### src/rtl/bkt_lvl_finder_if.sv
// Handshake and level-states RAM port bundle for the backtrack level finder.
// slave = finder side, master = controller/RAM side.
interface bkt_lvl_finder_if #(
  parameter int WIDTH_LVL             = 16,
  parameter int WIDTH_BIN_ID          = 10,
  parameter int WIDTH_LVL_STATES      = 11,
  parameter int ADDR_WIDTH_LVL_STATES = 9
);
  logic                             start_i;
  logic [WIDTH_LVL-1:0]             cur_lvl_i;
  logic                             done_o;
  logic                             unsat_o;
  logic                             apply_o;
  logic [WIDTH_LVL-1:0]             bkt_lvl_o;
  logic [WIDTH_BIN_ID-1:0]          bkt_bin_o;
  logic                             start_bkt_o;
  logic                             done_bkt_i;
  logic [ADDR_WIDTH_LVL_STATES-1:0] ram_raddr_ls_o;
  logic [WIDTH_LVL_STATES-1:0]      ram_rdata_ls_i;
  logic                             ram_we_ls_o;
  logic [ADDR_WIDTH_LVL_STATES-1:0] ram_waddr_ls_o;
  logic [WIDTH_LVL_STATES-1:0]      ram_wdata_ls_o;

  modport slave (
    input  start_i, cur_lvl_i, done_bkt_i, ram_rdata_ls_i,
    output done_o, unsat_o, apply_o, bkt_lvl_o, bkt_bin_o, start_bkt_o,
           ram_raddr_ls_o, ram_we_ls_o, ram_waddr_ls_o, ram_wdata_ls_o
  );

  modport master (
    output start_i, cur_lvl_i, done_bkt_i, ram_rdata_ls_i,
    input  done_o, unsat_o, apply_o, bkt_lvl_o, bkt_bin_o, start_bkt_o,
           ram_raddr_ls_o, ram_we_ls_o, ram_waddr_ls_o, ram_wdata_ls_o
  );
endinterface

### src/rtl/bkt_lvl_finder.sv
// Backtrack level finder: scans level states downward from the conflict level,
// marks the first unflipped level, clears the levels above it, then starts the var-state backtrack.
//
// state   | meaning
// IDLE    | waiting for start_i
// RD      | issue read of level lvl_cnt
// WAIT    | RAM read latency
// CHK     | inspect has_bkt of level lvl_cnt
// MARK    | write {dcd_bin,1} to the found level
// CLR     | zero one level above the found level per cycle
// BKT     | pulse start_bkt_o
// WBKT    | wait for done_bkt_i
// DONE    | success completion
// UNSAT   | no unflipped level left
module bkt_lvl_finder #(
  parameter int WIDTH_LVL             = 16,
  parameter int WIDTH_BIN_ID          = 10,
  parameter int WIDTH_LVL_STATES      = 11,
  parameter int ADDR_WIDTH_LVL_STATES = 9
) (
  input logic             clk,
  input logic             rst,
  bkt_lvl_finder_if.slave bus
);
  localparam logic [WIDTH_LVL-1:0] LVL_ZERO = '0;
  localparam logic [WIDTH_LVL-1:0] LVL_ONE  = WIDTH_LVL'(1);

  typedef enum logic [3:0] {
    S_IDLE, S_RD, S_WAIT, S_CHK, S_MARK, S_CLR, S_BKT, S_WBKT, S_DONE, S_UNSAT
  } state_t;

  state_t state, state_nxt;

  logic [WIDTH_LVL-1:0]             lvl_cnt, lvl_cnt_nxt;
  logic [WIDTH_LVL-1:0]             top_lvl, top_lvl_nxt;
  logic [WIDTH_LVL-1:0]             clr_cnt, clr_cnt_nxt;
  logic [WIDTH_LVL-1:0]             bkt_lvl_q, bkt_lvl_nxt;
  logic [WIDTH_BIN_ID-1:0]          bkt_bin_q, bkt_bin_nxt;
  logic [ADDR_WIDTH_LVL_STATES-1:0] raddr_q, raddr_nxt;
  logic [ADDR_WIDTH_LVL_STATES-1:0] waddr_q, waddr_nxt;
  logic [WIDTH_LVL_STATES-1:0]      wdata_q, wdata_nxt;
  logic                             we_q, we_nxt;
  logic                             done_q, done_nxt;
  logic                             unsat_q, unsat_nxt;
  logic                             apply_q, apply_nxt;
  logic                             start_bkt_q, start_bkt_nxt;

  logic                    has_bkt;
  logic [WIDTH_BIN_ID-1:0] dcd_bin;

  assign has_bkt = bus.ram_rdata_ls_i[0];
  assign dcd_bin = bus.ram_rdata_ls_i[WIDTH_LVL_STATES-1:1];

  always_ff @(posedge clk) begin
    if (!rst) begin
      state       <= S_IDLE;
      lvl_cnt     <= '0;
      top_lvl     <= '0;
      clr_cnt     <= '0;
      bkt_lvl_q   <= '0;
      bkt_bin_q   <= '0;
      raddr_q     <= '0;
      waddr_q     <= '0;
      wdata_q     <= '0;
      we_q        <= 1'b0;
      done_q      <= 1'b0;
      unsat_q     <= 1'b0;
      apply_q     <= 1'b0;
      start_bkt_q <= 1'b0;
    end else begin
      state       <= state_nxt;
      lvl_cnt     <= lvl_cnt_nxt;
      top_lvl     <= top_lvl_nxt;
      clr_cnt     <= clr_cnt_nxt;
      bkt_lvl_q   <= bkt_lvl_nxt;
      bkt_bin_q   <= bkt_bin_nxt;
      raddr_q     <= raddr_nxt;
      waddr_q     <= waddr_nxt;
      wdata_q     <= wdata_nxt;
      we_q        <= we_nxt;
      done_q      <= done_nxt;
      unsat_q     <= unsat_nxt;
      apply_q     <= apply_nxt;
      start_bkt_q <= start_bkt_nxt;
    end
  end

  always_comb begin
    state_nxt     = state;
    lvl_cnt_nxt   = lvl_cnt;
    top_lvl_nxt   = top_lvl;
    clr_cnt_nxt   = clr_cnt;
    bkt_lvl_nxt   = bkt_lvl_q;
    bkt_bin_nxt   = bkt_bin_q;
    raddr_nxt     = raddr_q;
    waddr_nxt     = '0;
    wdata_nxt     = '0;
    we_nxt        = 1'b0;
    done_nxt      = 1'b0;
    unsat_nxt     = unsat_q;
    start_bkt_nxt = 1'b0;

    case (state)
      S_IDLE: begin
        if (bus.start_i) begin
          lvl_cnt_nxt = bus.cur_lvl_i;
          top_lvl_nxt = bus.cur_lvl_i;
          unsat_nxt   = 1'b0;
          state_nxt   = (bus.cur_lvl_i == LVL_ZERO) ? S_UNSAT : S_RD;
        end
      end
      S_RD: begin
        raddr_nxt = lvl_cnt[ADDR_WIDTH_LVL_STATES-1:0];
        state_nxt = S_WAIT;
      end
      S_WAIT: state_nxt = S_CHK;
      S_CHK: begin
        if (!has_bkt) begin
          bkt_lvl_nxt = lvl_cnt;
          bkt_bin_nxt = dcd_bin;
          state_nxt   = S_MARK;
        end else if (lvl_cnt == LVL_ONE) begin
          // level 0 is never scanned, so running out at level 1 means UNSAT
          state_nxt = S_UNSAT;
        end else begin
          lvl_cnt_nxt = lvl_cnt - LVL_ONE;
          state_nxt   = S_RD;
        end
      end
      S_MARK: begin
        we_nxt      = 1'b1;
        waddr_nxt   = bkt_lvl_q[ADDR_WIDTH_LVL_STATES-1:0];
        wdata_nxt   = {bkt_bin_q, 1'b1};
        clr_cnt_nxt = bkt_lvl_q + LVL_ONE;
        state_nxt   = (bkt_lvl_q < top_lvl) ? S_CLR : S_BKT;
      end
      S_CLR: begin
        we_nxt    = 1'b1;
        waddr_nxt = clr_cnt[ADDR_WIDTH_LVL_STATES-1:0];
        if (clr_cnt == top_lvl) state_nxt = S_BKT;
        else                    clr_cnt_nxt = clr_cnt + LVL_ONE;
      end
      S_BKT: begin
        start_bkt_nxt = 1'b1;
        state_nxt     = S_WBKT;
      end
      S_WBKT: if (bus.done_bkt_i) state_nxt = S_DONE;
      S_DONE: begin
        done_nxt  = 1'b1;
        state_nxt = S_IDLE;
      end
      S_UNSAT: begin
        done_nxt  = 1'b1;
        unsat_nxt = 1'b1;
        state_nxt = S_IDLE;
      end
      default: state_nxt = S_IDLE;
    endcase

    apply_nxt = (state_nxt != S_IDLE);
  end

  assign bus.done_o         = done_q;
  assign bus.unsat_o        = unsat_q;
  assign bus.apply_o        = apply_q;
  assign bus.bkt_lvl_o      = bkt_lvl_q;
  assign bus.bkt_bin_o      = bkt_bin_q;
  assign bus.start_bkt_o    = start_bkt_q;
  assign bus.ram_raddr_ls_o = raddr_q;
  assign bus.ram_we_ls_o    = we_q;
  assign bus.ram_waddr_ls_o = waddr_q;
  assign bus.ram_wdata_ls_o = wdata_q;
endmodule

### src/flat_wrapper.sv
// flat-port wrapper written by rule: the top's interface ports become plain ports
module bkt_lvl_finder_flat 
#(
  parameter int WIDTH_LVL             = 16,
  parameter int WIDTH_BIN_ID          = 10,
  parameter int WIDTH_LVL_STATES      = 11,
  parameter int ADDR_WIDTH_LVL_STATES = 9
)
  (clk, rst, bus_start_i, bus_cur_lvl_i, bus_done_bkt_i, bus_ram_rdata_ls_i, bus_done_o, bus_unsat_o, bus_apply_o, bus_bkt_lvl_o, bus_bkt_bin_o, bus_start_bkt_o, bus_ram_raddr_ls_o, bus_ram_we_ls_o, bus_ram_waddr_ls_o, bus_ram_wdata_ls_o);
  bkt_lvl_finder_if #(.WIDTH_LVL(WIDTH_LVL), .WIDTH_BIN_ID(WIDTH_BIN_ID), .WIDTH_LVL_STATES(WIDTH_LVL_STATES), .ADDR_WIDTH_LVL_STATES(ADDR_WIDTH_LVL_STATES)) bus_i ();
  input logic clk;
  input logic rst;
  input wire logic [$bits(bus_i.start_i)-1:0] bus_start_i;
  input wire logic [$bits(bus_i.cur_lvl_i)-1:0] bus_cur_lvl_i;
  input wire logic [$bits(bus_i.done_bkt_i)-1:0] bus_done_bkt_i;
  input wire logic [$bits(bus_i.ram_rdata_ls_i)-1:0] bus_ram_rdata_ls_i;
  output wire logic [$bits(bus_i.done_o)-1:0] bus_done_o;
  output wire logic [$bits(bus_i.unsat_o)-1:0] bus_unsat_o;
  output wire logic [$bits(bus_i.apply_o)-1:0] bus_apply_o;
  output wire logic [$bits(bus_i.bkt_lvl_o)-1:0] bus_bkt_lvl_o;
  output wire logic [$bits(bus_i.bkt_bin_o)-1:0] bus_bkt_bin_o;
  output wire logic [$bits(bus_i.start_bkt_o)-1:0] bus_start_bkt_o;
  output wire logic [$bits(bus_i.ram_raddr_ls_o)-1:0] bus_ram_raddr_ls_o;
  output wire logic [$bits(bus_i.ram_we_ls_o)-1:0] bus_ram_we_ls_o;
  output wire logic [$bits(bus_i.ram_waddr_ls_o)-1:0] bus_ram_waddr_ls_o;
  output wire logic [$bits(bus_i.ram_wdata_ls_o)-1:0] bus_ram_wdata_ls_o;
  assign bus_i.start_i = bus_start_i;
  assign bus_i.cur_lvl_i = bus_cur_lvl_i;
  assign bus_i.done_bkt_i = bus_done_bkt_i;
  assign bus_i.ram_rdata_ls_i = bus_ram_rdata_ls_i;
  assign bus_done_o = bus_i.done_o;
  assign bus_unsat_o = bus_i.unsat_o;
  assign bus_apply_o = bus_i.apply_o;
  assign bus_bkt_lvl_o = bus_i.bkt_lvl_o;
  assign bus_bkt_bin_o = bus_i.bkt_bin_o;
  assign bus_start_bkt_o = bus_i.start_bkt_o;
  assign bus_ram_raddr_ls_o = bus_i.ram_raddr_ls_o;
  assign bus_ram_we_ls_o = bus_i.ram_we_ls_o;
  assign bus_ram_waddr_ls_o = bus_i.ram_waddr_ls_o;
  assign bus_ram_wdata_ls_o = bus_i.ram_wdata_ls_o;
  bkt_lvl_finder #(.WIDTH_LVL(WIDTH_LVL), .WIDTH_BIN_ID(WIDTH_BIN_ID), .WIDTH_LVL_STATES(WIDTH_LVL_STATES), .ADDR_WIDTH_LVL_STATES(ADDR_WIDTH_LVL_STATES)) u_core (.clk(clk), .rst(rst), .bus(bus_i));
endmodule
### config.mk
export PLATFORM = sky130hd
export DESIGN_NAME = bkt_lvl_finder_flat
export DESIGN_NICKNAME = d
export VERILOG_FILES = /design/src/rtl/bkt_lvl_finder_if.sv /design/src/rtl/bkt_lvl_finder.sv /design/src/flat_wrapper.sv
export SDC_FILE = /design/constraint.sdc
export NUM_CORES = 1
export LEC_CHECK = 0
export ABC_AREA = 1
export CAP_MARGIN = 25
export CORE_MARGIN = 2
export CORE_UTILIZATION = 34
export CTS_BUF_LIST = sky130_fd_sc_hd__clkbuf_8
export DETAILED_ROUTE_END_ITERATION = 16
export DONT_BUFFER_PORTS = 1
export HOLD_SLACK_MARGIN = 0.05
export REMOVE_ABC_BUFFERS = 1
export SLEW_MARGIN = 10
export SYNTH_ARGS = -nofsm -noshare
export SYNTH_HDL_FRONTEND = slang
export SYNTH_SLANG_ARGS = --single-unit
### constraint.sdc
create_clock -name clk -period 4.1 [get_ports clk]
set_input_delay 0.41 -clock clk [delete_from_list [all_inputs] [get_ports clk]]
set_output_delay 0.41 -clock clk [all_outputs]
set_load 0.05 [all_outputs]
; Word level (Yosys, flattened, before mapping)
; Cells that the tools add are included.
; W data, S select, Z words.
[totals]
register_bits = 112
latch_bits = 0
ram_bits = 0
mem_bits_ro = 0
in_bits = 31
out_inout_bits = 60
word_cells = 70
n_memories = 0
[classes]
n_addsub = 3
multipliers = 0
div_mod_pow = 0
n_lt_le_gt_ge = 1
eq_ne = 15
n_shift = 0
mux = 21
n_bitwise = 1
n_reduce_logical = 14
[op_table]
columns = operator, count
row1 = $mux W16, 4
row2 = $pmux W16 S2, 2
row3 = $add A16 B1 Y16 const B, 2
row4 = $pmux W4 S8, 1
row5 = $mux W4, 6
row6 = $pmux W9 S2, 1
row7 = $eq A16 B1 Y1 const B, 1
row8 = $eq A16 B16 Y1, 1
row9 = $eq A4 B3 Y1 const B, 4
row10 = $logic_not A16 Y1, 1
row11 = $lt A16 B16 Y1, 1
row12 = $sub A16 B1 Y16 const B, 1
row13 = $reduce_and A2 Y1, 5
row14 = $eq A4 B2 Y1 const B, 2
row15 = $eq A4 B4 Y1 const B, 2
row16 = $ne A2 B2 Y1 const B, 4
row17 = $reduce_bool A2 Y1, 3
row18 = $mux W1, 5
row19 = $eq A4 B1 Y1 const B, 1
row20 = $logic_not A4 Y1, 1
row21 = $reduce_and A4 Y1, 1
row22 = $reduce_bool A4 Y1, 1
row23 = $reduce_or A2 Y1, 2
row24 = $mux W2, 1
row25 = 2 further kinds, 2

; Logic depth before layout (Yosys ltp)
[logic_depth]
word_depth = 5
depth_mapped = 15
mapped_depth_nobuf = 14

; Worst setup path after synthesis
; No wires, ideal clock.
[synth_timing]
path_type = reg2reg
from = register u_core.state[0]
to = register u_core.clr_cnt[14]
setup_time_ns = 0.109
arrival_time_ns = 1.681
t_required_ns = 3.991
path_slack_ns = 2.310
stages_incl_launch_ff = 13
path_buffers = 0
path_cell_list = dfxtp_1 > nand2_2 > nor2_4 > nand2_1 > nand2_1 > ha_1 > nand3_1 > nor2_1 > nand3_1 > nand2_1 > nand3_1 > nand2_1 > inv_1
[synth_via]
elab_chain_len = 3
elab_cells_between_ends = 6
cone_classes = eq/ne: 3 / mux: 1 / reduce/logical: 2
[synth_lines]
columns = item, line_no
row1 = start: declaration, bkt_lvl_finder.sv:32  ; state_t state, state_nxt;
row2 = start signal: assignment, bkt_lvl_finder.sv:71  ; state <= state_nxt;
row3 = $eq A4 B3 Y1, bkt_lvl_finder.sv:103  ; case (state)
row4 = $ne A2 B2 Y1 (no source line) or $reduce_bool A2 Y1 (tied branches), --
row5 = $reduce_and A2 Y1 (no source line), --
row6 = end signal: assignment, bkt_lvl_finder.sv:74  ; clr_cnt <= clr_cnt_nxt;
row7 = end: declaration, bkt_lvl_finder.sv:36  ; logic [WIDTH_LVL-1:0] clr_cnt, clr_cnt_nxt;
; Parallel ways exist; a longest one is shown, timed or not.
; A chain may end at the register's enable or synchronous reset.

; Worst setup path after layout
[layout_timing]
from = register u_core.state[3]
to = register u_core.lvl_cnt[7]
[layout_via]
elab_chain_len = 3
elab_cells_between_ends = 8
cone_classes = eq/ne: 4 / mux: 1 / reduce/logical: 3
[layout_lines]
columns = item, line_no
row1 = $eq A4 B2 Y1 or $logic_not A4 Y1 (tied branches), bkt_lvl_finder.sv:103
row2 = $ne A2 B2 Y1 (no source line) or $reduce_bool A2 Y1 (tied branches), --
row3 = $reduce_and A4 Y1 (no source line), --
row4 = end signal: assignment, bkt_lvl_finder.sv:72  ; lvl_cnt <= lvl_cnt_nxt;
row5 = end: declaration, bkt_lvl_finder.sv:34  ; logic [WIDTH_LVL-1:0] lvl_cnt, lvl_cnt_nxt;
; Parallel ways exist; a longest one is shown, timed or not.

==> impl_metrics.py <==
metrics = {
    "worst_setup_path": {
        "end_kind": "register",
        "timing.rr.end": "u_core.lvl_cnt[7]",
        "critPathLaunchType": "register",
        "regToRegStartpoint": "u_core.state[3]",
        "reg2reg_depth": 9,
        "path_class": "register to register",
        "required_ps": 4390,
        "r2r_setup_slack_ps": 1670,
        "crit_arrival_ps": 2720,
        "endpoint": "u_core.lvl_cnt[7]",
        "worstSetupStartpoint": "u_core.state[3]",
        "cp_max_fo": 25,
    },
    "synth": {
        "yosysWarnings": 0,
        "synth_cell_types": 30,
        "synth_seq_cells": 112,
        "synthCells": 826,
        "synth_area_per_cell_um2": 6.82,
        "synth_seq_area_share": 0.398,
        "syn_area_um2": 5630,
    },
    "sta": {
        "fin_crit_sh": 0.592,
        "rsz0062_at_grt": "no",
        "finalSetupViolations": 0,
        "hold_slack_ps": 151,
        "finalSetupTns_ps": 0,
        "setup_slack_ps": 1670,
        "period_needed_ps": 2430,
        "worst_slew_pin_slew_ps": 890,
        "drv_slew": 0,
        "fmax_mhz": 412,
        "slew_headroom": 0.406,
        "hold_viol": 0,
        "fin_skew_ps": 13.3,
    },
    "layout": {
        "layout_commonest_cell": "nand2_1",
        "final_cells": 1037,
        "antenna_cells": 0,
        "multi_input_area_um2": 2880,
        "drive_gt1_frac": 0.0526,
        "final_cell_mix": "183 x nand2_1, 112 x dfxtp_1, 97 x nor2_1",
        "regArea_um2": 2240,
        "syn_to_final_growth_pct": 6.46,
        "layout.nets": 861,
        "fillers": 1737,
        "design_area_um2": 6000,
        "utilization": 0.366,
    },
    "routing": {
        "wirelength_um": 16200,
        "ant_nets": 0,
        "drt_first_pass_iters": 6,
        "via_per_inst": 4.88,
        "route.detailed.drc": 0,
        "routedWlPerCell_um": 15.6,
        "vias": 5059,
        "drt_iter0_markers": 523,
    },
    "placement": {
        "place_hpwl_um": 11900,
        "io_buffers": 0,
        "place_ws_ps": 1700,
        "dp.cells": 1021,
        "postPlaceCellArea_um2": 5810,
        "gp_congestion": 0.879,
    },
    "global_route": {
        "grt_max_degree": 77,
        "overflow": 0,
        "grtUsageTotal": 0.186,
        "grt_pass1_wl_um": 25900,
        "antenna_found_initial": 0,
        "grt_pass1_vias": 4583,
    },
    "clock_network": {
        "cts_made_buffers": 9,
        "htreeDepth": 3,
        "cts_tree": "done",
        "hold_buffers": 0,
        "cts_root_buf": "clkbuf_8",
        "postCtsResizedCells": 0,
        "cts_buffer_depth": 2,
        "post_cts_buffers": 0,
        "clock_sinks": 112,
        "insertion_delay_ps": 390,
        "path_clk_slew_ps": 100,
    },
    "run": {
        "maxCapViolCount": 0,
    },
    "power": {
        "finalPower_mw": 2.53,
        "power_density_nw_per_um2": 422,
        "leakage_nw": 2.63,
        "ir_drop_uv": 232,
    },
    "floorplanning": {
        "rows": 47,
        "die_area_um2": 17600,
        "core_area_um2": 16400,
        "io_pins": 91,
        "die_height_um": 133,
        "chipWidth_um": 133,
        "start_util": 0.343,
    },
    "status": {
        "status": "finished, final reports clean",
    },
    "worst_hold_path": {
        "hold_path_class": "primary input to register",
    },
}
[worst min path at each step]
| stage | from | to | slack, ps | depth (start not counted) |
|---|---|---|---|---|
| finish | rst | u_core.state[3] | 150 | 2 |
| CTS | rst | u_core.state[3] | 110 | 2 |
| global route | rst | u_core.bus.ram_raddr_ls_o[2] | 150 | 2 |
| detailed placement | u_core.lvl_cnt[14] | u_core.lvl_cnt[14] | 460 | 2 |
| global placement | u_core.lvl_cnt[14] | u_core.lvl_cnt[14] | 460 | 2 |
| floorplan | u_core.state[2] | u_core.bus.done_o | 440 | 1 |
[cells by family (layout without fill, tap and decap cells)]
group	count (synthesis)	after routing	synth area share
AND/OR/NAND/NOR	361	361	0.267
XOR/XNOR	25	25	0.0389
flip-flops	112	112	0.398
buffers and inverters	131	122	0.0915
adder cells (fa/ha/maj)	18	18	0.0400
AO/OA/AOI/OAI	179	179	0.164
[cell usage after synthesis, drive strengths merged]
| master | number | area [µm²] |
|---|---|---|
| a211o | 1 | 8.76 |
| a21oi | 81 | 413 |
| a31oi | 2 | 12.5 |
| buf | 7 | 50.1 |
| clkbuf | 23 | 86.3 |
| clkinv | 2 | 7.51 |
| dfxtp | 112 | 2240 |
| ha | 18 | 225 |
| inv | 99 | 372 |
| nand2 | 188 | 718 |
| nand3 | 45 | 225 |
| nand3b | 2 | 15.0 |
| nand4 | 9 | 56.3 |
| nor2 | 106 | 430 |
| nor3 | 6 | 30.0 |
| nor4 | 2 | 12.5 |
| o21ai | 85 | 425 |
| o22ai | 8 | 50.1 |
| o31ai | 2 | 15.0 |
| or2 | 3 | 18.8 |
| xnor2 | 5 | 43.8 |
| xor2 | 20 | 175 |
[flip-flops by register name, summed over array words and instances (netlist names)]
signal and count:
u_core.bus.bkt_bin_o 10, u_core.bus.ram_wdata_ls_o 11, u_core.clr_cnt 16, u_core.bus.bkt_lvl_o 16, u_core.bus.ram_raddr_ls_o 9, u_core.state 4, u_core.bus.unsat_o 1, u_core.lvl_cnt 16
u_core.bus.start_bkt_o 1, u_core.top_lvl 16, u_core.bus.ram_waddr_ls_o 9, u_core.bus.apply_o 1, u_core.bus.ram_we_ls_o 1, u_core.bus.done_o 1
[power breakdown]
part / internal [mW] / leakage [nW] / total (mW) / switching (mW)
Combinational: 0.184 / 1.63 / 0.532 / 0.348
Sequential: 1.17 / 0.912 / 1.36 / 0.184
Clock: 0.253 / 0.0927 / 0.637 / 0.385
[worst max-delay path, stage by stage, from the launching register on]
cell     delay (ps)
dfxtp_1         350
nor2_1          190
inv_1           110
nor2_1          120
buf_4           190
inv_1           340
a21oi_2         640
o21ai_0         200
nor2_1          130
nor2_1           40
[area by class of cell]
type,count,area share
clock inverter,5,0.00542
sequential,112,0.374
multi-input combinational,583,0.479
timing repair buffer,5,0.00689
clock buffer,11,0.0252
inverter,101,0.0632
tap,220,0.0459
[metal layers]
layer | wire length [µm] | share of wire | GRT usage
met1 | 7610 | 0.47 | 0.258
met2 | 7440 | 0.46 | 0.293
met3 | 923 | 0.057 | 0.0414
met4 | 187 | 0.012 | 0.0496
met5 | 0 | 0 | 0
No activity file was read; power rests on OpenSTA's default activity.
==> RTL change 1 (config.mk and constraints unchanged) <==
Re-encode `state_t` (10 states) as one-hot, 10 bits wide.
--- a/src/rtl/bkt_lvl_finder.sv
+++ b/src/rtl/bkt_lvl_finder.sv
@@ -25,8 +25,8 @@
   localparam logic [WIDTH_LVL-1:0] LVL_ZERO = '0;
   localparam logic [WIDTH_LVL-1:0] LVL_ONE  = WIDTH_LVL'(1);
 
-  typedef enum logic [3:0] {
-    S_IDLE, S_RD, S_WAIT, S_CHK, S_MARK, S_CLR, S_BKT, S_WBKT, S_DONE, S_UNSAT
+  typedef enum logic [9:0] {
+    S_IDLE = 10'b0000000001, S_RD = 10'b0000000010, S_WAIT = 10'b0000000100, S_CHK = 10'b0000001000, S_MARK = 10'b0000010000, S_CLR = 10'b0000100000, S_BKT = 10'b0001000000, S_WBKT = 10'b0010000000, S_DONE = 10'b0100000000, S_UNSAT = 10'b1000000000
   } state_t;
 
   state_t state, state_nxt;
Behaviour: same outputs for any inputs over 10 cycles, from zero or initial values and one cycle with rst low; not proved beyond that.
==> RTL change 1 against the original RTL <==
  * Total power is 5.6% higher
  * Highest routed layer unchanged
  * Non-clock buffer count is 2 lower
  * Sequential cell count is 6 higher
  * Design area is 8.8% higher
  * Wire length is 5.4% higher
  * Utilization is 1.3 points higher
  * Area after synthesis is 6.2% higher
  * Critical path depth is 4 higher
  * Largest power group unchanged
  * Worst setup slack worse by 0.16 ns
  * Hold slack worse by 0.059 ns
  * Final cell count is 3.7% higher
==> RTL change 1: results (changes against the original RTL) <==
* Slew HR at 39.1% (-1.5 points)
* Total GRT Usage at 19.0% (+0.36 points)
* Multi-input combinational area share at 45.8% (-2.1 points)
* Most frequent cells after synthesis: 144 x nand2_1, 118 x dfxtp_1, 117 x inv_1
* Max incr delay on CP at 0.46 ns (-0.18 ns)
* Status: finished clean
* Combinational logic power at 0.314 mW (-41%)
* Reg2Reg Launch Point: u_core.state[6]
* Global placer's final weighted congestion at 0.858 (-2.4%)
* First-pass GRT wire length at 27.1 mm (+4.7%)
* Synth cell types at 37 (+23%)
* Net Switching at 0.779 mW (-15%)
* Final Skew at 0.0121 ns (-0.00118 ns)
* Delay-heaviest family, CP: simple AND/OR/NAND/NOR gates
* Non-Clock Inverter Count at 120 (+19%)
* Comb_multi_in at 577 (-1.0%)
* CTS buffer count at 17 (+8)
* Vias in the first global route at 5069 (+11%)
* WHS Endpoint: u_core.bus.bkt_bin_o[2]
* Flop-to-flop setup slack at 1.51 ns (-0.16 ns)
* Clock latency at the later pin of the worst-skew pair at 0.45 ns (+0.06 ns)
* Dpl cell area at 6110 sq um (+5.1%)
* CP max stage cell: nor2_4
* Register area at 2360 sq um (+5.4%)
* CTS sink cnt at 118 (+5.4%)
* Share of post-route cells with drive strength above 1 at 7.76% (+2.5 points)
* # nets final at 886 (+2.9%)
* Xor and xnor area share after synthesis at 2.93% (-0.96 points)
* R2R Path End: u_core.clr_cnt[14]
* Routed WL at 17.0 mm (+5.4%)
* Maximum VDD drop at 0.226 mV (-2.7%)
* Crit Path Max Fanout at 24 (-4.0%)
RTL change 1: cell types whose count changed in the layout (fill, tap and decap cells not counted), moves of 5 or more:
cell / delta
nand2_1: -39
inv_1: +21
a211oi_1: +14
nor2_1: -10
clkbuf_8: +9
nand4_1: +9
o21ai_0: -9
o21ai_1: +8
dfxtp_1: +6
nor3_1: +6
o21bai_1: +5
RTL change 1: per-stage QoR:
stage / std cells / util, % / total power, mW / hold WS (ns) / worst slack, ns
floorplan: 815 / - / 1.50 / 0.455 / 1.59
global placement: 1043 / 35.4 / 1.58 / 0.478 / 1.60
detailed placement: 1043 / 35.4 / 1.59 / 0.490 / 1.51
CTS: 1075 / 37.9 / 2.70 / 0.0704 / 1.49
global route: 1075 / 37.9 / 2.80 / 0.0879 / 1.16
finish: 1075 / 37.9 / 2.67 / 0.0916 / 1.51
RTL change 1: metal layers:
metal,up-vias,GRT usage (%),routed length [um]
li1,2759,-,-
met1,2473,24.1,7410
met2,160,30.8,8000
met3,34,4.44,1130
met4,0,8.39,501
met5,-,0,0
==> RTL change 2 (config.mk and constraints unchanged) <==
Made on the original files. `WIDTH_LVL` is set to 16 in 3 places; all go to 20.
--- a/src/rtl/bkt_lvl_finder_if.sv
+++ b/src/rtl/bkt_lvl_finder_if.sv
@@ -1,7 +1,7 @@
 // Handshake and level-states RAM port bundle for the backtrack level finder.
 // slave = finder side, master = controller/RAM side.
 interface bkt_lvl_finder_if #(
-  parameter int WIDTH_LVL             = 16,
+  parameter int WIDTH_LVL             = 20,
   parameter int WIDTH_BIN_ID          = 10,
   parameter int WIDTH_LVL_STATES      = 11,
   parameter int ADDR_WIDTH_LVL_STATES = 9
--- a/src/rtl/bkt_lvl_finder.sv
+++ b/src/rtl/bkt_lvl_finder.sv
@@ -13,7 +13,7 @@
 // DONE    | success completion
 // UNSAT   | no unflipped level left
 module bkt_lvl_finder #(
-  parameter int WIDTH_LVL             = 16,
+  parameter int WIDTH_LVL             = 20,
   parameter int WIDTH_BIN_ID          = 10,
   parameter int WIDTH_LVL_STATES      = 11,
   parameter int ADDR_WIDTH_LVL_STATES = 9
--- a/src/flat_wrapper.sv
+++ b/src/flat_wrapper.sv
@@ -1,7 +1,7 @@
 // flat-port wrapper written by rule: the top's interface ports become plain ports
 module bkt_lvl_finder_flat 
 #(
-  parameter int WIDTH_LVL             = 16,
+  parameter int WIDTH_LVL             = 20,
   parameter int WIDTH_BIN_ID          = 10,
   parameter int WIDTH_LVL_STATES      = 11,
   parameter int ADDR_WIDTH_LVL_STATES = 9
Ports: changed (resized bus_bkt_lvl_o and bus_cur_lvl_i); port bits go from 91 to 99. No check against the original RTL was run, so the function may have changed too.
==> RTL change 2 against the original RTL <==
  * Design area rose by 26%
  * Critical path type unchanged
  * Wire length rose by 24%
  * Total power rose by 33%
  * Largest power group unchanged
  * Sequential share of layout area fell by 3.5 points
  * First-iteration DRC count rose by 3.6%
  * Fmax fell by 10%
  * Area after synthesis rose by 23%
  * Sequential cell count rose by 16
  * Worst setup slack got worse by 0.28 ns
==> RTL change 2: results (changes against the original RTL) <==
* Slew HR at 47.3% (+6.7 points)
* Vias in the first global route at 5624 (+23%)
* Share of post-route cells with drive strength above 1 at 10.1% (+4.9 points)
* Most frequent cells after synthesis: 199 x nand2_1, 128 x dfxtp_1, 124 x nor2_1
* Maximum VDD drop at 0.190 mV (-18%)
* Synthesized instance count at 1012 (+23%)
* Critical path endpoint: u_core.clr_cnt[16]
* Filler instances at 2138 (+23%)
* # nets final at 1059 (+23%)
* Total GRT Usage at 18.6% (-0.023 points)
* Top post-synthesis cells by area: dfxtp_1 37%, nand2_1 11%, o21ai_0 7.3%
* Reg2Reg Launch Point: u_core.state[1]
* Routed WL at 20.1 mm (+24%)
* Iteration-0 DRC Markers at 542 (+3.6%)
* Leakage Power at 3.26 nW (+24%)
* DR vias/cell at 4.85 (-0.59%)
* Synth cell types at 45 (+50%)
* Status: finished clean
* Largest net degree at the start of global routing at 96 (+25%)
* Dpl cells at 1252 (+23%)
* CTS H-tree depth at 4 (+1)
* Global placer's final weighted congestion at 0.873 (-0.71%)
* Dpl cell area at 7130 sq um (+23%)
* Vias post-DR at 6232 (+23%)
* Dpl hpwl at 15.0 mm (+26%)
* Clock latency at the later pin of the worst-skew pair at 0.46 ns (+0.07 ns)
* Flop-to-flop setup slack at 1.40 ns (-0.28 ns)
* Sequential fraction of the synthesis area at 36.9% (-2.9 points)
* Worst reg2reg path depth at 15 (+6)
* Final Skew at 0.0140 ns (+0.000689 ns)
* Clock transition at path regs at 0.09 ns
* CTS buffer count at 17 (+8)
* DR pass1 iterations at 5 (-1)
==> RTL change 2: worst min-delay path by stage <==
stage,from,endpoint,slack [ns],cells past startpoint
6_report,rst,u_core.lvl_cnt[5],0.09,2
3_3_place_gp,u_core.state[2],u_core.bus.done_o,0.47,1
5_1_grt,rst,u_core.bus.ram_raddr_ls_o[2],0.06,2
4_1_cts,rst,u_core.state[3],0.06,2
2_1_floorplan,u_core.state[2],u_core.bus.done_o,0.44,1
3_5_place_dp,u_core.state[2],u_core.bus.done_o,0.47,1
==> RTL change 2: area by class of cell <==
class,instances,area share [%]
Multi-Input combinational cell,716,48.7
Sequential cell,128,33.9
Inverter,129,6.42
Tap cell,270,4.47
Clock buffer,17,3.09
Clock inverter,15,2.45
Timing Repair Buffer,10,0.993
==> RTL change 2: per-layer routing <==
layer  vias to the layer above  track usage, %  share of wire, %  routed length [um]
met1                      2832            24.3                45                9120
met4                         0            5.19               1.0                 211
met2                       147            30.4                48                9590
li1                       3237               -                 -                   -
met5                         -               0                 0                   0
met3                        16            5.00               6.0                1200
==> RTL change 2: through the flow <==
step	worst slack, ns	util (%)
after detailed placement	1.43	35.5
final	1.40	37.6
after CTS	1.39	37.6
after global routing	1.12	37.6
after global placement	1.48	35.5
after floorplan	1.71	-
==> RTL change 2: cells by family after synthesis <==
| family | after synthesis | share of synthesized area, % |
|---|---|---|
| buffers and inverters | 168 | 10.1 |
| AO/OA/AOI/OAI | 225 | 17.2 |
| multiplexers | 2 | 0.288 |
| AND/OR/NAND/NOR | 437 | 27.8 |
| XOR/XNOR | 30 | 3.79 |
| adder cells (fa/ha/maj) | 22 | 3.97 |
| flip-flops | 128 | 36.9 |
==> RTL change 2: power by group <==
group | switching (mW) | internal [mW]
Sequential | 0.195 | 1.35
Combinational | 0.437 | 0.220
Clock | 0.561 | 0.608
==> RTL change 2: worst max-delay path: stages, from the launching register on <==
cell and delay (ns):
dfxtp_1 0.39, inv_2 0.12, nand2_2 0.06, nor2_2 0.63
nand2_1 0.24, o21ai_4 0.16, ha_1 0.30, inv_1 0.08
nor2_2 0.15, nand2_2 0.11, clkinv_2 0.08, nand2_1 0.06
nand2_1 0.05, nand3_1 0.06, nand2_1 0.09, inv_1 0.03
